==> src/rtl/nw_pkg.sv <==
// rtl/nw_pkg.sv - shared defaults, character codes and loader state type
package nw_pkg;

    localparam int NW_LENGTH = 10;
    localparam int NW_CWIDTH = 2;
    localparam int NW_SWIDTH = 16;

    localparam logic [1:0] NW_A = 2'd0;
    localparam logic [1:0] NW_C = 2'd1;
    localparam logic [1:0] NW_G = 2'd2;
    localparam logic [1:0] NW_T = 2'd3;

    typedef enum logic [1:0] {
        LOAD = 2'd0,
        RUN  = 2'd1,
        DONE = 2'd2
    } nw_load_state_t;

endpackage

==> src/rtl/nw_seq_loader.sv <==
// rtl/nw_seq_loader.sv - serial pair loader, settle timer and score return for the NW grid
module nw_seq_loader
    import nw_pkg::*;
#(
    parameter int LENGTH = NW_LENGTH,
    parameter int CWIDTH = NW_CWIDTH,
    parameter int SWIDTH = NW_SWIDTH,
    parameter int SETTLE = 2 * LENGTH + 2
) (
    input  logic                       clk,
    input  logic                       rst,
    input  logic                       in_valid,
    output logic                       in_ready,
    input  logic [CWIDTH-1:0]          in_a,
    input  logic [CWIDTH-1:0]          in_b,
    output logic [LENGTH*CWIDTH-1:0]   s1,
    output logic [LENGTH*CWIDTH-1:0]   s2,
    output logic                       grid_valid,
    input  logic signed [SWIDTH-1:0]   grid_score,
    output logic                       out_valid,
    input  logic                       out_ready,
    output logic signed [SWIDTH-1:0]   out_score,
    output logic                       busy
);

    localparam int IW  = (LENGTH > 1) ? $clog2(LENGTH) : 1;
    localparam int CNW = (SETTLE > 1) ? $clog2(SETTLE) : 1;

    localparam logic [1:0] ST_LOAD = LOAD;
    localparam logic [1:0] ST_RUN  = RUN;
    localparam logic [1:0] ST_DONE = DONE;

    logic [1:0]                 state_q, state_d;
    logic [IW-1:0]              idx_q, idx_d;
    logic [CNW-1:0]             cnt_q, cnt_d;
    logic [LENGTH*CWIDTH-1:0]   s1_q, s1_d;
    logic [LENGTH*CWIDTH-1:0]   s2_q, s2_d;
    logic                       grid_valid_q, grid_valid_d;
    logic                       out_valid_q, out_valid_d;
    logic signed [SWIDTH-1:0]   out_score_q, out_score_d;

    always_comb begin
        state_d      = state_q;
        idx_d        = idx_q;
        cnt_d        = cnt_q;
        s1_d         = s1_q;
        s2_d         = s2_q;
        grid_valid_d = grid_valid_q;
        out_valid_d  = out_valid_q;
        out_score_d  = out_score_q;

        case (state_q)
            ST_LOAD: begin
                if (in_valid) begin
                    // Decoded write keeps the slot select free of variable part-selects.
                    for (int i = 0; i < LENGTH; i++) begin
                        if (idx_q == IW'(i)) begin
                            s1_d[i*CWIDTH +: CWIDTH] = in_a;
                            s2_d[i*CWIDTH +: CWIDTH] = in_b;
                        end
                    end
                    if (idx_q == IW'(LENGTH - 1)) begin
                        idx_d        = '0;
                        cnt_d        = '0;
                        grid_valid_d = 1'b1;
                        state_d      = ST_RUN;
                    end else begin
                        idx_d = idx_q + 1'b1;
                    end
                end
            end
            ST_RUN: begin
                cnt_d = cnt_q + 1'b1;
                if (cnt_q == CNW'(SETTLE - 1)) begin
                    out_score_d = grid_score;
                    out_valid_d = 1'b1;
                    state_d     = ST_DONE;
                end
            end
            ST_DONE: begin
                if (out_ready) begin
                    out_valid_d  = 1'b0;
                    grid_valid_d = 1'b0;
                    state_d      = ST_LOAD;
                end
            end
            default: begin
                state_d = ST_LOAD;
            end
        endcase
    end

    always_ff @(posedge clk or posedge rst) begin
        if (rst) begin
            state_q      <= ST_LOAD;
            idx_q        <= '0;
            cnt_q        <= '0;
            s1_q         <= '0;
            s2_q         <= '0;
            grid_valid_q <= 1'b0;
            out_valid_q  <= 1'b0;
            out_score_q  <= '0;
        end else begin
            state_q      <= state_d;
            idx_q        <= idx_d;
            cnt_q        <= cnt_d;
            s1_q         <= s1_d;
            s2_q         <= s2_d;
            grid_valid_q <= grid_valid_d;
            out_valid_q  <= out_valid_d;
            out_score_q  <= out_score_d;
        end
    end

    assign in_ready   = (state_q == ST_LOAD);
    assign busy       = (state_q != ST_LOAD);
    assign s1         = s1_q;
    assign s2         = s2_q;
    assign grid_valid = grid_valid_q;
    assign out_valid  = out_valid_q;
    assign out_score  = out_score_q;

endmodule
==> config.mk <==
export PLATFORM = sky130hd
export DESIGN_NAME = nw_seq_loader
export DESIGN_NICKNAME = d
export VERILOG_FILES = /design/src/rtl/nw_pkg.sv /design/src/rtl/nw_seq_loader.sv
export SDC_FILE = /design/constraint.sdc
export NUM_CORES = 1
export LEC_CHECK = 0
export BUFFER_PORTS_ARGS = -buffer_cell sky130_fd_sc_hd__buf_2
export CAP_MARGIN = 20
export CORE_ASPECT_RATIO = 0.9
export CORE_MARGIN = 10
export CORE_UTILIZATION = 46
export DETAILED_ROUTE_END_ITERATION = 6
export PLACE_DENSITY_LB_ADDON = 0.08
export RECOVER_POWER = 100
export SYNTH_ARGS = -nofsm -noshare
export SYNTH_HDL_FRONTEND = slang
export SYNTH_SLANG_ARGS = --single-unit
==> constraint.sdc <==
create_clock -name clk -period 1.8 [get_ports clk]
set_input_delay 0.09 -clock clk [delete_from_list [all_inputs] [get_ports clk]]
set_output_delay 0.09 -clock clk [all_outputs]
set_load 0.005 [all_outputs]
==> qor.csv <==
stage,metric,value,unit
sta,rsz0062_at_grt,true,
floorplan,core_area,6080,sq um
synth,ys_top_cells_by_count,"dfrtp_1 (69), mux2_2 (54), inv_1 (7), nand3_1 (7), nor2_1 (7)",
placement,dpl-instance-area,3450,sq um
setup_path,critPathBufInv,0,
sta,min_period,1.82,ns
synth,yosysSeqAreaShare,60.6,%
sta,layout_setup_ws,-0.0213,ns
sta,finalSetupTns,-0.0820,ns
setup_path,crit_chain,or4b_4 -> or4_4 -> mux2_4,
synth,synth-edff-count,0,
floorplan,die_h,94.7,um
setup_path,criticalPathCategory,reg -> reg,
setup_path,cp-end-kind,register,
floorplan,dieArea,9750,sq um
outcome,violations,setup timing,
flow_run,drv_cap,0,
detailed_routing,drtIter0Drc,52,
floorplan,ios,84,
layout,layout.nets,345,
global_route,grt_pass1_vias,2255,
cts,cts.clk_slew.worst_paths,0.07,ns
placement,io_buffer_count,83,
min_path,min_delay_path_depth,3,
setup_path,cp.arrival,2.05,ns
synth,syn-cell-area,2850,sq um
detailed_routing,drc,0,
global_route,grt_max_degree,31,
synth,synth_area_leaders,"dfrtp_1 (61%), mux2_2 (21%), mux2_4 (2.1%)",
synth,synthArstFlopShare,100,%
floorplan,fp-row-count,27,
synth,ys.flop_type,dfrtp_1,
synth,synth_area_per_cell,14.0,sq um
synth,ys_types,33,
cts,root_buffer,clkbuf_8,
cts,cts_sinks,69,
sta,finalCritPeriodShare,101,%
detailed_routing,num_vias,2029,
sta,max_freq,549,MHz
placement,routabilityCongestion,0.733,
setup_path,worst-path-stages,3,
synth,ys_warn_count,0,
detailed_routing,avgViaCountPerCell,5.12,
floorplan,chipWidth,103,um
synth,synth_nets,229,
detailed_routing,firstDrtPassIters,4,
sta,slew_violations,0,
layout,finish.instance_area,3780,sq um
layout,drive_gt1_share,39.2,%
setup_path,critPathSlowestCell,or4b_4,
min_path,hold_path.class,in -> reg,
cts,cts_htree_levels,3,
setup_path,critPathMaxFanout,4,
outcome,status,"complete, but fails checks",
global_route,antenna_found_initial,0,
layout,areaGrowthSynthToFinish,32.7,%
layout,n_antenna_cell,0,
power_and_ir_drop,peakVddDrop,0.893,mV
setup_path,critPathTopFamily,simple AND/OR/NAND/NOR gates,
sta,tightestPinTransition,1.08,ns
floorplan,start_util,46.9,%
setup_path,worst_r2r_path_depth,3,
cts,tritoncts,built,
power_and_ir_drop,power_density,1590,nW/um^2
layout,fillCellCount,529,
cts,ctsLongestPathBuffers,2,
sta,slew_headroom,27.5,%
detailed_routing,drt.antenna.violating_nets,0,
global_route,grt-ovfl-total,0,
synth,syn_inst,203,
synth,synth_most_common_cell,dfrtp_1,
synth,synth_top_area_cell,dfrtp_1,
sta,hold_viol,0,
global_route,track_usage,15.1,%
cts,cts_buffers,9,
sta,fin_worst_skew,0.00743,ns
sta,setup_violations,4,
placement,hpwlAfterDp,4.85,mm
synth,ys_seq_elements,69,
cts,clock_latency,0.34,ns
power_and_ir_drop,p_leak,1.73,nW
setup_path,required,2.03,ns
synth,synth_top_area_share,60.6,%
detailed_routing,wl,6.94,mm
setup_path,critPathLaunchType,register,
detailed_routing,wl_per_cell,17.5,um
global_route,grt_pass1_wl,11.4,mm
setup_path,slowest_delay,0.54,ns
## worst paths after layout
check	startpoint	end	slack, ns
worst max register to register	state_q[1]	s1[4]	-0.02
worst min register to register	s2[0]	s2[0]	0.50
worst min-delay path	in_valid	idx_q[0]	0.06
worst max-delay path	state_q[1]	s1[4]	-0.02
min in group asynchronous	rst	s1[3]	0.50
max in group asynchronous	rst	idx_q[0]	0.31
## worst min-delay path, cell delays in order
cell,delay (ns)
buf_2,0.12
nand2_1,0.07
xnor2_1,0.07
## through the flow
step / util (%) / worst slack, ns / std cells / total power, mW / hold WS, ns
floorplan: - / -0.0792 / 203 / 3.77 / 0.240
global placement: 56.7 / -0.0975 / 363 / 4.77 / 0.182
detailed placement: 56.7 / -0.110 / 363 / 4.84 / 0.181
CTS: 63.3 / -0.0247 / 396 / 6.18 / 0.0477
global route: 62.2 / -0.0668 / 396 / 6.48 / 0.0656
finish: 62.2 / -0.0213 / 396 / 6.00 / 0.0564
## state kept, by name, summed over array words and instances (netlist names)
register    count
cnt_q           5
grid_valid      1
idx_q           4
out_score      16
out_valid       1
s1             20
s2             20
state_q         2
## cell usage in the layout (no fill, tap or decap), types with 2 or more instances in the layout
cell and instances:
nand4b_1 2, mux2_4 12, dfrtp_1 69, clkbuf_8 10
ha_1 2, a32o_1 2, inv_1 6, clkbuf_1 54
o21ai_0 6, dlygate4sd3_1 17, nand2_1 6, buf_2 33
clkinv_2 2, xnor2_1 2, nor2_1 6, nor2b_1 2
nand3b_1 2, nand2b_1 4, mux2_2 46, nand3_1 7
clkbuf_4 2, buf_4 10
## layout make-up
| type | count | area [sq um] | area share, % |
|---|---|---|---|
| Clock buffer | 12 | 145 | 3.84 |
| Multi-Input combinational cell | 116 | 1110 | 29.3 |
| Timing Repair Buffer | 116 | 637 | 16.8 |
| Inverter | 7 | 27.5 | 0.728 |
| Clock inverter | 4 | 47.5 | 1.26 |
| Tap cell | 72 | 90.1 | 2.38 |
| Sequential cell | 69 | 1730 | 45.7 |
## repair_timing
action,CTS,global route
buffers inserted,0,0
pin swaps,0,1
endpoints found under the hold margin,40,0
resized for setup,8,9
endpoints found under the setup margin,12,34
hold buffers,17,0
## per-layer routing
layer | track usage (%) | vias up | wire length, um
met3 | 8.03 | 10 | 610
met2 | 23.6 | 56 | 3290
li1 | - | 953 | -
met5 | 0 | - | 0
met4 | 4.63 | 0 | 78
met1 | 17.6 | 1010 | 2960
## kinds of logic (layout without fill, tap and decap cells)
| family | after synthesis | count (layout) | share of synthesized area (%) |
|---|---|---|---|
| flip-flops | 69 | 69 | 60.6 |
| multiplexers | 58 | 58 | 23.4 |
| AND/OR/NAND/NOR | 40 | 40 | 8.43 |
| buffers and inverters | 18 | 139 | 2.50 |
| AO/OA/AOI/OAI | 14 | 14 | 3.56 |
| adder cells (fa/ha/maj) | 2 | 2 | 0.878 |
| XOR/XNOR | 2 | 2 | 0.615 |
## power by group
part           internal (mW)  switching (mW)  total, mW
Combinational           1.17           0.915       2.09
Sequential              2.24           0.441       2.68
Clock                  0.674           0.557       1.23
No activity file was read; power rests on OpenSTA's default activity.
